`src/rtl/adc_input_corrector_pkg.sv`:
```
// Shared definitions for the ADC input corrector and its DAC-side counterpart.
// Holds the gain-shift clamp, the offset-binary conversion and the peak FSM encoding.
package adc_input_corrector_pkg;

  typedef enum logic {
    PK_IDLE  = 1'b0,
    PK_ACCUM = 1'b1
  } peak_state_e;

  // Limit the gain shift so a full-scale sample always fits the output word.
  function automatic logic [7:0] clamp_shift(input logic [7:0] shift,
                                             input int in_width,
                                             input int out_width);
    int max_shift;
    max_shift = out_width - in_width;
    if (int'(shift) > max_shift) return 8'(max_shift);
    return shift;
  endfunction

  // Offset binary <-> two's complement is the same MSB flip in both directions.
  function automatic logic [31:0] offset_to_twos(input logic [31:0] raw,
                                                 input int width);
    return raw ^ (32'd1 << (width - 1));
  endfunction

endpackage

```
`src/rtl/adc_input_corrector_peak_window_detector.sv`:
```
// Tracks the largest sample magnitude over fixed windows of valid samples.
// state    | meaning
// PK_IDLE  | no valid sample seen since reset
// PK_ACCUM | accumulating the running peak of the current window
module peak_window_detector
  import adc_input_corrector_pkg::*;
#(
  parameter int IN_WIDTH   = 14,
  parameter int WINDOW_LEN = 4096
) (
  input  logic                clk_in,
  input  logic                reset_n,
  input  logic                i_valid,
  input  logic [IN_WIDTH-1:0] i_mag,
  output logic [IN_WIDTH-1:0] o_peak,
  output logic                o_strobe
);

  localparam int CntW = $clog2(WINDOW_LEN + 1);

  peak_state_e         r_state;
  logic [CntW-1:0]     r_count;
  logic [IN_WIDTH-1:0] r_peak;
  logic [IN_WIDTH-1:0] r_peak_out;
  logic                r_strobe;
  logic [IN_WIDTH-1:0] w_max;

  assign w_max    = (i_mag > r_peak) ? i_mag : r_peak;
  assign o_peak   = r_peak_out;
  assign o_strobe = r_strobe;

  always_ff @(posedge clk_in or negedge reset_n) begin
    if (!reset_n) begin
      r_state    <= PK_IDLE;
      r_count    <= '0;
      r_peak     <= '0;
      r_peak_out <= '0;
      r_strobe   <= 1'b0;
    end else begin
      r_strobe <= 1'b0;
      case (r_state)
        PK_IDLE: begin
          if (i_valid) begin
            r_peak  <= i_mag;
            r_count <= CntW'(1);
            r_state <= PK_ACCUM;
          end
        end
        PK_ACCUM: begin
          if (i_valid) begin
            // This sample completes the window: publish and restart from empty.
            if (r_count == CntW'(WINDOW_LEN - 1)) begin
              r_peak_out <= w_max;
              r_strobe   <= 1'b1;
              r_count    <= '0;
              r_peak     <= '0;
            end else begin
              r_peak  <= w_max;
              r_count <= r_count + CntW'(1);
            end
          end
        end
        default: r_state <= PK_IDLE;
      endcase
    end
  end

endmodule

```
`src/rtl/adc_input_corrector.sv`:
```
// Converts offset-binary ADC samples to gain-shifted two's complement for the DDC,
// with a held overload flag and a windowed peak-magnitude report.
module adc_input_corrector
  import adc_input_corrector_pkg::*;
#(
  parameter int IN_WIDTH    = 14,
  parameter int OUT_WIDTH   = 27,
  parameter int HOLD_CYCLES = 4800000,
  parameter int WINDOW_LEN  = 4096
) (
  input  logic                 clk_in,
  input  logic                 reset_n,
  input  logic [IN_WIDTH-1:0]  ADC_DATA,
  input  logic                 ADC_OTR,
  input  logic                 ADC_VALID,
  input  logic [7:0]           shift,
  output logic [OUT_WIDTH-1:0] DATA_OUT,
  output logic                 DATA_VALID,
  output logic                 OVERLOAD,
  output logic [IN_WIDTH-1:0]  PEAK_OUT,
  output logic                 PEAK_STROBE
);

  localparam int OvlW = (HOLD_CYCLES > 1) ? $clog2(HOLD_CYCLES) : 1;

  logic [IN_WIDTH-1:0]  r1_data;
  logic                 r1_otr;
  logic                 r1_valid;
  logic [7:0]           r1_shift;

  logic [IN_WIDTH-1:0]  r2_s;
  logic [IN_WIDTH-1:0]  r2_mag;
  logic                 r2_valid;
  logic                 r2_clip;
  logic [7:0]           r2_shift;

  logic [OUT_WIDTH-1:0] r3_data;
  logic                 r3_valid;

  logic [OvlW-1:0]      r_ovl_cnt;
  logic                 r_ovl;

  logic [31:0]          w_twos32;
  logic [IN_WIDTH-1:0]  w_s;
  logic [IN_WIDTH-1:0]  w_mag;
  logic                 w_clip;
  logic [7:0]           w_shift_eff;
  logic [OUT_WIDTH-1:0] w_ext;
  logic                 w_unused_hi;

  assign w_twos32    = offset_to_twos({{(32 - IN_WIDTH){1'b0}}, r1_data}, IN_WIDTH);
  assign w_s         = w_twos32[IN_WIDTH-1:0];
  assign w_unused_hi = ^w_twos32[31:IN_WIDTH];
  // Negating the most negative code wraps to 2^(IN_WIDTH-1), which is the correct unsigned magnitude.
  assign w_mag       = w_s[IN_WIDTH-1] ? (-w_s) : w_s;
  assign w_clip      = r1_valid & (r1_otr | (&r1_data) | ~(|r1_data));
  assign w_shift_eff = clamp_shift(r1_shift, IN_WIDTH, OUT_WIDTH);
  assign w_ext       = {{(OUT_WIDTH - IN_WIDTH){r2_s[IN_WIDTH-1]}}, r2_s};

  always_ff @(posedge clk_in or negedge reset_n) begin
    if (!reset_n) begin
      r1_data  <= '0;
      r1_otr   <= 1'b0;
      r1_valid <= 1'b0;
      r1_shift <= '0;
      r2_s     <= '0;
      r2_mag   <= '0;
      r2_valid <= 1'b0;
      r2_clip  <= 1'b0;
      r2_shift <= '0;
      r3_data  <= '0;
      r3_valid <= 1'b0;
    end else begin
      r1_data  <= ADC_DATA;
      r1_otr   <= ADC_OTR;
      r1_valid <= ADC_VALID;
      r1_shift <= shift;
      r2_s     <= w_s;
      r2_mag   <= w_mag;
      r2_valid <= r1_valid;
      r2_clip  <= w_clip;
      r2_shift <= w_shift_eff;
      r3_valid <= r2_valid;
      if (r2_valid) r3_data <= w_ext << r2_shift;
    end
  end

  always_ff @(posedge clk_in or negedge reset_n) begin
    if (!reset_n) begin
      r_ovl_cnt <= '0;
      r_ovl     <= 1'b0;
    end else if (r2_clip) begin
      r_ovl_cnt <= OvlW'(HOLD_CYCLES - 1);
      r_ovl     <= 1'b1;
    end else if (r_ovl_cnt != '0) begin
      r_ovl_cnt <= r_ovl_cnt - OvlW'(1);
    end else begin
      r_ovl <= 1'b0;
    end
  end

  peak_window_detector #(
    .IN_WIDTH  (IN_WIDTH),
    .WINDOW_LEN(WINDOW_LEN)
  ) u_peak (
    .clk_in  (clk_in),
    .reset_n (reset_n),
    .i_valid (r2_valid),
    .i_mag   (r2_mag),
    .o_peak  (PEAK_OUT),
    .o_strobe(PEAK_STROBE)
  );

  assign DATA_OUT   = r3_data;
  assign DATA_VALID = r3_valid;
  assign OVERLOAD   = r_ovl;

endmodule

```
`config.mk`:
```
export PLATFORM = sky130hd
export DESIGN_NAME = adc_input_corrector
export DESIGN_NICKNAME = d
export VERILOG_FILES = /design/src/rtl/adc_input_corrector_pkg.sv /design/src/rtl/adc_input_corrector_peak_window_detector.sv /design/src/rtl/adc_input_corrector.sv
export SDC_FILE = /design/constraint.sdc
export NUM_CORES = 1
export LEC_CHECK = 0
export BUFFER_PORTS_ARGS = -buffer_cell sky130_fd_sc_hd__buf_2
export CORE_MARGIN = 2
export CORE_UTILIZATION = 40
export DETAILED_ROUTE_END_ITERATION = 16
export GPL_ROUTABILITY_DRIVEN = 0
export PLACE_DENSITY = 0.67
export SLEW_MARGIN = 30
export SYNTH_ARGS = -nofsm -noshare
export SYNTH_HDL_FRONTEND = slang
export SYNTH_SLANG_ARGS = --single-unit
```
`constraint.sdc`:
```
create_clock -name clk_in -period 2.8 [get_ports clk_in]
set_input_delay 0.28 -clock clk_in [delete_from_list [all_inputs] [get_ports clk_in]]
set_output_delay 0.28 -clock clk_in [all_outputs]
set_load 0.005 [all_outputs]
```
[Yosys cells after proc, flatten, opt, wreduce, memory -nomap -nowiden]
Index checks and enable logic that the tools add are counted.
Cells by class
  equal/unequal tests: 4
  order comparisons: 2
  $add $sub $neg: 3
  bitwise logic cells: 6
  reductions and logical operators: 6
  shift-type cells: 1
  mux-type cells: 22
Operators with widths (number)
  two-way mux 14 bit: 5
  two-way mux 23 bit: 2
  two-way mux 13 bit: 3
  one-hot mux 14 bit (2 select lines): 1
  << shifter 27 x 8 -> 27 bit: 1
  one-hot mux 13 bit (2 select lines): 1
  nonzero test 23 bit: 1
  subtractor 23 x 1 -> 23 bit (second input constant): 1
  two-way mux 8 bit: 2
  > comparator 14 bit: 1
  negation 14 bit: 1
  AND reduction 14 bit: 1
  OR reduction 14 bit: 1
  adder 13 x 1 -> 13 bit (second input constant): 1
  equality test 13 x 12 -> 1 bit (second input constant): 1
  > comparator 8 x 4 -> 1 bit (second input constant): 1
  two-way mux 1 bit: 8
  inequality test 2 bit (second input constant): 3
  inverter 1 bit: 3
  AND reduction 3 bit: 1
  bitwise OR 1 bit: 2
  AND reduction 2 bit: 1
  nonzero test 2 bit: 1
  AND 1 bit: 1
Storage, ports and cells
  bits of input ports: 26
  flip-flop bits (word level): 157
  word-level logic and storage cells: 62
  output and inout bits: 44

[Depth between registers and ports, before layout]
Gate-level depths: netlist (run 1).
  word-level depth: 5
  depth in mapped cells: 10
  mapped depth without buffers: 8

[Cells and area by module]
Synthesis (run 1) repeated with hierarchy kept, for this count alone.
Second synthesis, totals
  cells, all modules: 695
  area, all modules: 7487.2 um^2
Modules (own cells, without submodules)
  adc_input_corrector: times used 1, cells each 481, area each 5267.6 um^2, seq. area each 2827.7 um^2
  peak_window_detector: times used 1, cells each 214, area each 2219.6 um^2, seq. area each 1076.0 um^2

[Worst setup path before layout (run 1)]
Ideal clock, no wire load.
  kind: register -> register
  start: register r2_mag[12]
  end: register u_peak.r_peak[10]
  required time: 2679 ps
  setup time: 121 ps
  path buffers: 2
  clock period less this slack: 2201 ps
  cell stages (with the launch flop): 10
  setup slack: 599 ps
  arrival time: 2081 ps
  cells stage by stage: dfrtp_1 ha_1 and4_1 nand3_1 a311oi_1 o21a_1 buf_2 o21ai_2 buf_2 a22o_1
Between the ends
  word-level cells in the longest chain between the ends: 5
Ends and longest elaborated chain
  start: declaration: RTL line adc_input_corrector.sv:32  | logic [IN_WIDTH-1:0] r2_mag;
  start signal: assignment: RTL line adc_input_corrector.sv:79  | r2_mag <= w_mag;
  > comparator 14 bit: RTL line adc_input_corrector_peak_window_detector.sv:28  | assign w_max = (i_mag > r_peak) ? i_mag : r_peak;
  two-way mux 14 bit: RTL line adc_input_corrector_peak_window_detector.sv:28
  two-way mux 14 bit: RTL line adc_input_corrector_peak_window_detector.sv:52  | if (r_count == CntW'(WINDOW_LEN - 1)) begin
  two-way mux 14 bit: RTL line adc_input_corrector_peak_window_detector.sv:50  | if (i_valid) begin
  one-hot mux 14 bit (2 select lines): RTL line adc_input_corrector_peak_window_detector.sv:41  | case (r_state)
  end signal: assignment: RTL line adc_input_corrector_peak_window_detector.sv:44  | r_peak <= i_mag;
  end signal: assignment: RTL line adc_input_corrector_peak_window_detector.sv:58  | r_peak <= w_max;
  end: declaration: RTL line adc_input_corrector_peak_window_detector.sv:23  | logic [IN_WIDTH-1:0] r_peak;
Every way passes these cells. The select of a mux whose other input is x is not followed.
A chain may end at the register's enable or synchronous reset.

[Final worst setup path (run 1)]
  start: register u_peak.r_peak[12]
  end: register u_peak.r_peak[2]
Between the ends
  word-level cells in the longest chain between the ends: 5
Ends and longest elaborated chain (RTL line)
  > comparator 14 bit: adc_input_corrector_peak_window_detector.sv:28
  two-way mux 14 bit: adc_input_corrector_peak_window_detector.sv:28
  two-way mux 14 bit: adc_input_corrector_peak_window_detector.sv:52
  two-way mux 14 bit: adc_input_corrector_peak_window_detector.sv:50
  one-hot mux 14 bit (2 select lines): adc_input_corrector_peak_window_detector.sv:41
Every way passes these cells. The select of a mux whose other input is x is not followed.

==> run summary, run 1 <==
The run finished with clean final reports. The first-pass GRT wire length is 26.4 mm. The largest net degree at the start of global routing came out at 76. The final setup violation count is 0. The sequential share of power is 42.8%. The share of flip-flops with an asynchronous set or reset after synthesis came out at 100%. The worst setup path is launched from a flip-flop.

The number of rows in the core area came out at 49. The global routing usage summed across all routing layers came out at 16.9%. The post-detailed-route DRC marker count is 0. The maximum root-to-sink buffer count is 2. The number of synthesized register bits came out at 156. The multiplexer share of the synthesized area came out at 5.96%.

The routed via count divided by cell count came out at 5.22. The number of cells after detailed placement came out at 966. The sequential cell area fraction in the yosys report came out at 53.6%. The antenna diode instance count is 0.

The number of clock sinks seen by CTS came out at 156. The post-synth design cell area is 0.00728 mm2. The maximum VDD drop came out at 0.000465 V. The xor/xnor share of the synthesized area came out at 3.97%. In the final routing, the length of wire on met1 measures 7.48 mm. The part of the power in combinational logic is 17.0%. By count the netlist is led by sky130_fd_sc_hd__dfrtp_1 (156), sky130_fd_sc_hd__nor2_1 (56), sky130_fd_sc_hd__a21oi_1 (42). The depth of the worst register-to-register path is 9.

STA classifies the critical path endpoint as a flip-flop. The total die area is 0.0193 mm2. The time the worst path needs with I/O delays and setup is 2.42 ns. The count of TritonRoute iterations in the first routing pass came out at 5.

Power spread over the standard cell area amounts to 700 mW/mm2. The HPWL after detailed placement is 10.8 mm. In this run the remaining antenna-violating nets after routing total 0. The area of the core is 0.0179 mm2.

The CTS tree is yes. Clock-pin slew was measured on the worst setup and hold paths at 0.06 ns. For the final database, setup skew stands at 0.0117 ns. In the finished design, the share of the clock period the worst path needs comes to 86.4%. The worst setup timing slack at the placement stage is 0.418 ns. The most used flip-flop cell after synthesis is sky130_fd_sc_hd__dfrtp_1. During I/O placement, the number of pins put on the boundary was 70. Ranked by total cell area, the synthesized netlist is headed by sky130_fd_sc_hd__dfrtp_1 (54%), sky130_fd_sc_hd__ha_1 (3.3%), sky130_fd_sc_hd__mux2i_1 (3.0%), sky130_fd_sc_hd__a21oi_1 (2.9%), sky130_fd_sc_hd__nor2_1 (2.9%). The number of pins with negative max-slew slack in the final report is 0.

The non-filler instance count after layout is 1023. The total leakage power came out at 0.00397 uW. Counting flops with a built-in enable in the synthesized netlist gives 0. The number of buffers created by CTS is 17. The clock share of power is 40.2%. The detailed-routed wire length on met2 is 7.22 mm. The number of distinct library cells after synthesis came out at 66. The hold violation count in the final report is 0. Wire segments on met3 add up to 596 um in the final route. After synthesis, the largest family of logic cells by area is simple AND/OR/NAND/NOR gates. The switching power share of the total is 26.7%. The worst-case headroom to the max-slew limit is 51.2%. The topmost layer with routed signal wires is met4.

The synthesized instance count is 678. The compound-gate portion of the synthesized area is 13.9%. The net total in the final layout is 826. In the post-route analysis, the smallest setup slack over all paths is 0.381 ns. After synthesis, the mean cell area works out to 10.7 um2. In the post-synthesis netlist, the cell with the most instances is sky130_fd_sc_hd__dfrtp_1.

The number of global-route vias before repair is 5215. In the final layout, the share of cells above drive strength 1 is 19.0%. The die width came out at 139 um. The tool flagged a number of max-cap violations equal to 0. The starting density of the core came out at 40.7%.

The cell at the root of the clock tree is sky130_fd_sc_hd__clkbuf_16. The total routed wirelength is 15.5 mm. The switching power came out at 1650 uW. The maximum operating frequency came out at 413 MHz.

In the final routed layout, each cell accounts on average for 15.2 um. The DRC violation total after the first TritonRoute iteration came out at 457. At the worst endpoint, the arrival time is 2.77 ns.

Setup repair after global routing left no endpoint under its margin. The number of levels the H-tree was split into came out at 4. The number of antenna violations at the first check in global routing is 0. The number of buffers inserted by port buffering came out at 69. Across all hold checks on the routed design, the worst slack comes to 0.447 ns. The area overhead of the layout relative to synthesis is 21.5%. In this run the worst hold path is classified as input pin to asynchronous set/reset pin. Along the worst path, the maximum fanout reaches 9.

After Yosys synthesis, full adders, half adders and majority gates account for 3.26% of the synthesized area. The final global-route overflow total came out at 0. The largest area contributor in the synthesized netlist is sky130_fd_sc_hd__dfrtp_1. The cell internal power dissipation came out at 4540 uW. The setup TNS came out at 0 ns.

The simple-gate area share of the yosys netlist is 15.6%. The total via count in the routed design came out at 5343. The clock insertion delay at the later pin of the skew report came out at 0.42 ns. Yosys printed 0 warnings. The actual transition at the worst max-transition pin is 0.732 ns. Data on the critical path is required at its endpoint by 3.15 ns. The critical path in this run is classified as flip-flop to flip-flop. The y dimension of the die is 139 um.

After synthesis, the largest area contributor takes up 53.6% of total cell area.
worst max-delay path, cell delays in order (launching register included):
cell and delay (ns):
sky130_fd_sc_hd__dfrtp_1 0.38, sky130_fd_sc_hd__inv_1 0.05, sky130_fd_sc_hd__ha_1 0.28, sky130_fd_sc_hd__and4_1 0.22, sky130_fd_sc_hd__nand3_1 0.16, sky130_fd_sc_hd__or3_1 0.40, sky130_fd_sc_hd__o21a_1 0.15, sky130_fd_sc_hd__o21ai_2 0.31
sky130_fd_sc_hd__buf_4 0.24, sky130_fd_sc_hd__a22o_1 0.15
through the flow:
| step | utilization [%] | area, um2 | total power, uW |
|---|---|---|---|
| floorplan | - | 7300 | 3400 |
| global placement | 44.4 | 7940 | 3700 |
| detailed placement | 44.4 | 7950 | 3720 |
| CTS | 49.4 | 8850 | 6270 |
| global route | 49.4 | 8850 | 6530 |
| finish | 49.4 | 8850 | 6200 |
power groups by stage:
stage	Combinational, uW	Clock, uW	Sequential [uW]
floorplan	762	0	2640
global placement	1010	0	2690
detailed placement	1030	0	2690
CTS	1060	2550	2650
global route	1200	2650	2690
finish	1050	2490	2650
metal layers:
metal  GRT usage, %  up-vias
met5              0        -
met4           4.84        0
met3           4.35       19
met2           26.4      111
met1           23.4     2597
li1               -     2616
layout make-up:
class / count / area, um2
Fill cell: 1635 / 9050
Timing Repair Buffer: 111 / 742
Inverter: 35 / 131
Clock inverter: 12 / 184
Multi-Input combinational cell: 460 / 3130
Sequential cell: 156 / 3900
Clock buffer: 20 / 467
Tap cell: 229 / 287
cells by family after synthesis:
kind of cell | Yosys count
flip-flops | 156
AO/OA/AOI/OAI | 150
buffers and inverters | 65
AND/OR/NAND/NOR | 215
multiplexers | 39
XOR/XNOR | 33
other | 1
adder cells (fa/ha/maj) | 19
flip-flops by register name, indices dropped and copies added (netlist names):
name             flops
DATA_OUT            27
r_ovl_cnt           23
r1_data             14
r2_mag              14
u_peak.o_peak       14
u_peak.r_peak       14
r2_s                13
u_peak.r_count      13
r1_shift             8
r2_shift             8
DATA_VALID           1
OVERLOAD             1
r1_otr               1
r1_valid             1
r2_clip              1
r2_valid             1
u_peak.o_strobe      1
u_peak.r_state       1
cell usage in the layout, fill, tap and decap left out, types with 16 or more instances in the layout:
cell and count:
sky130_fd_sc_hd__buf_4 16, sky130_fd_sc_hd__nor2_1 56, sky130_fd_sc_hd__nand2_1 41, sky130_fd_sc_hd__xor2_1 16, sky130_fd_sc_hd__nand2b_1 19, sky130_fd_sc_hd__xnor2_1 17
sky130_fd_sc_hd__nor3_1 16, sky130_fd_sc_hd__o21ai_0 28, sky130_fd_sc_hd__ha_1 19, sky130_fd_sc_hd__dfrtp_1 156, sky130_fd_sc_hd__mux2i_1 22, sky130_fd_sc_hd__inv_1 32
sky130_fd_sc_hd__a21oi_1 42, sky130_fd_sc_hd__dlygate4sd3_1 25, sky130_fd_sc_hd__clkbuf_16 17, sky130_fd_sc_hd__nand3_1 24, sky130_fd_sc_hd__buf_2 68
worst paths after layout:
path / startpoint / slack, ns / endpoint
max: u_peak.r_peak[12] / 0.38 / u_peak.r_peak[2]
min in group clk_in: r1_shift[0] / 0.45 / r2_shift[0]
max reg2reg: u_peak.r_peak[12] / 0.38 / u_peak.r_peak[2]
max in group asynchronous: reset_n / 1.56 / r1_shift[0]
min: reset_n / 0.45 / u_peak.r_count[2]
min reg2reg: r1_shift[0] / 0.45 / r2_shift[0]
what timing repair did:
item | 4_1_cts | 5_1_grt
resized for setup | 0 | 0
hold buffers | 25 | 0
buffers inserted | 0 | 0
hold endpoints to repair | 96 | 0
No activity file was read; power rests on OpenSTA's default activity.
==> inputs of run 2 (changes only) <==
--- a/config.mk
+++ b/config.mk
@@ -5,7 +5,8 @@
 export SDC_FILE = /design/constraint.sdc
 export NUM_CORES = 1
 export LEC_CHECK = 0
-export BUFFER_PORTS_ARGS = -buffer_cell sky130_fd_sc_hd__buf_2
+export BUFFER_PORTS_ARGS = -buffer_cell sky130_fd_sc_hd__buf_4
+export CAP_MARGIN = 20
 export CORE_MARGIN = 2
 export CORE_UTILIZATION = 40
 export DETAILED_ROUTE_END_ITERATION = 16
==> run summary, run 2 (synthesized netlist as in run 1, its figures left out) <==
The worst setup timing slack at the placement stage is 0.382 ns (-0.0356 ns). The fraction of layout instances using a drive strength above 1 came out at 18.8% (-0.20 points). The maximum root-to-sink buffer count is 2 (unchanged). The data required time at the worst endpoint came out at 3.11 ns (-0.04 ns). The HPWL after detailed placement is 10.8 mm (-0.16%). TritonCTS built the clock tree. Setup repair after global routing left no endpoint under its margin. The total of max-cap violations came out at 0 (unchanged). The first-pass GRT wire length came out at 26.6 mm (+0.65%). The setup TNS was 0 ns (unchanged).

The clock transition at the registers of the reported paths is 0.07 ns (about the same). CTS placed an instance of sky130_fd_sc_hd__clkbuf_16 at the clock tree root. The number of antenna violations at the first check in global routing came out at 0 (unchanged). The minimum setup slack among reg-to-reg paths is 0.37 ns (about the same). The min-delay analysis places its worst path in the category flip-flop to flip-flop. The routed via count divided by cell count is 5.32 (+1.9%).

The hold violation count in the final report is 0 (unchanged). The number of rows in the core area is 49 (unchanged). The time the worst path needs with I/O delays and setup is 2.43 ns (+0.0123 ns). The path with the worst hold slack has its endpoint at r2_valid. The area of the core came to 0.0179 mm2 (unchanged). The arrival time at the worst endpoint came out at 2.74 ns (-0.03 ns). The total via count in the routed design is 5436 (+1.7%). The post-detailed-route DRC marker count is 0 (unchanged). Leaving out fill and tap cells, the most frequent cell in the layout is sky130_fd_sc_hd__dfrtp_1. The depth of the worst register-to-register path is 9 (unchanged). The count of TritonRoute iterations in the first routing pass is 6 (+1).

The global routing usage summed across all routing layers came out at 17.1% (+0.21 points). The final global-route overflow total is 0 (unchanged). In this run the most critical hold path is launched from r1_valid. The I/O pin count is 70 (unchanged). The total of cells resized after clock tree synthesis is 0 (unchanged).

The worst path setup slack after routing is 0.369 ns (-0.0123 ns). The clock insertion delay at the later pin of the skew report is 0.43 ns (about the same). The run finished with clean final reports. The largest net degree at the start of global routing is 71 (-6.6%). The area overhead of the layout relative to synthesis is 23.0%.

The delay of the slowest cell on the worst path came out at 0.37 ns (-0.03 ns). The top fanout value on the critical path is 14 (+5). The worst setup path is launched from a flip-flop.

The number of levels the H-tree was split into is 4 (unchanged). The core occupancy in the finished layout came to 50.1% (+0.64 points). The largest individual stage delay along the critical path comes from the cell sky130_fd_sc_hd__dfrtp_1. The sum of internal, switching and leakage power is 6030 uW (-2.7%). The flip-flop count of the largest register, all copies and words added is 27 (unchanged). The worst hold path depth came out at 0. The number of clock sinks seen by CTS is 156 (unchanged). The die width came out at 139 um (unchanged). The number of buffers created by CTS came to 17 (unchanged). The DRC violation total after the first TritonRoute iteration is 537 (+18%). The worst register-to-register path ends at u_peak.o_peak[0].

The number of buffers inserted by port buffering is 69 (unchanged). The post-route antenna net violation count came out at 0 (unchanged). The starting density of the core is 40.7% (unchanged). The actual transition at the worst max-transition pin is 0.689 ns (-0.0428 ns). The number of global-route vias before repair is 5300 (+1.6%).

STA classifies the critical path endpoint as a flip-flop. The fraction of the cycle the final worst path needs came out at 86.8% (+0.44 points). The clock skew is 0.00870 ns (-0.00295 ns). The antenna diode instance count was 0 (unchanged). The maximum VDD drop came to 0.000471 V (+1.3%). The launch instance of the worst register-to-register path is u_peak.r_peak[12]. The maximum operating frequency was 411 MHz (-0.50%).

The worst-case headroom to the max-slew limit came out at 54.0% (+2.9 points). The final setup violation count was 0 (unchanged). The net total in the final layout came out at 824 (-0.24%).

The total die area is 0.0193 mm2 (unchanged). The number of pins with negative max-slew slack in the final report came out at 0 (unchanged). The total leakage power came out at 0.00396 uW (-0.31%). The total power divided by cell area is 673 mW/mm2 (-3.9%). In the layout the commonest cells are sky130_fd_sc_hd__dfrtp_1 (156), sky130_fd_sc_hd__buf_4 (81), sky130_fd_sc_hd__nor2_1 (56), sky130_fd_sc_hd__a21oi_1 (42), sky130_fd_sc_hd__nand2_1 (41). The worst setup path is of the flip-flop to flip-flop kind.

The y dimension of the die came to 139 um (unchanged). The total routed wirelength came out at 15.7 mm (+1.3%). The routed length per placed instance is 15.4 um (+1.5%). The critical path goes through inv_1 > ha_1 > and4_1 > nand3_1 > a311oi_1 > o21a_1 > buf_4 > mux2i_1 > a21oi_1.
-- run 2: how the worst max path moves through the flow --
stage                            startpoint                end  slack [ns]  depth (start not counted)
after CTS                 u_peak.r_peak[12]   u_peak.o_peak[0]        0.37                          9
after global placement    u_peak.r_peak[12]  u_peak.r_peak[10]        0.11                          8
final                     u_peak.r_peak[12]   u_peak.o_peak[0]        0.37                          9
after detailed placement         r2_mag[12]   u_peak.o_peak[0]        0.38                          8
after global routing      u_peak.r_peak[12]   u_peak.o_peak[4]        0.19                          9
after floorplan                  r2_mag[12]  u_peak.r_peak[10]        0.60                          9
-- run 2: power breakdown --
group	total [uW]	switching [uW]	internal, uW	leakage, uW
Clock	2320	966	1350	0.000287
Sequential	2660	194	2460	0.00190
Combinational	1050	546	508	0.00177
-- run 2: layer usage --
layer / GRT usage, % / wire [um] / vias to the layer above
met2: 27.0 / 7490 / 124
li1: - / - / 2621
met3: 4.21 / 674 / 20
met1: 23.4 / 7380 / 2671
met5: 0 / 0 / -
met4: 5.32 / 202 / 0
-- run 2: critical path, delay by kind of cell, from the launching register on --
kind                     cells  cell delay [ns]
AO/OA/AOI/OAI                3             0.68
flip-flops                   1             0.37
multiplexers                 1             0.29
adder cells (fa/ha/maj)      1             0.28
AND/OR/NAND/NOR              2             0.36
buffers and inverters        2             0.32
-- run 2: what timing repair did --
item,CTS,global route
setup buffers,0,0
hold buffers,25,0
hold endpoints to repair,92,0
-- run 2: layout make-up --
cell class / instances / area (um2)
multi-input cells: 460 / 3130
flip-flops and latches: 156 / 3900
fillers: 1663 / 8940
clock buffers: 18 / 439
clock inverters: 14 / 159
repair buffers: 109 / 910
well taps: 229 / 287
inverters: 35 / 131
-- run 2: metrics by stage --
step | cell area [um2] | instances | hold WS (ns)
floorplan | 7300 | 681 | -0.0156
global placement | 8110 | 964 | 0.349
detailed placement | 8110 | 964 | 0.351
CTS | 8960 | 1021 | 0.440
global route | 8960 | 1021 | 0.443
finish | 8960 | 1021 | 0.434
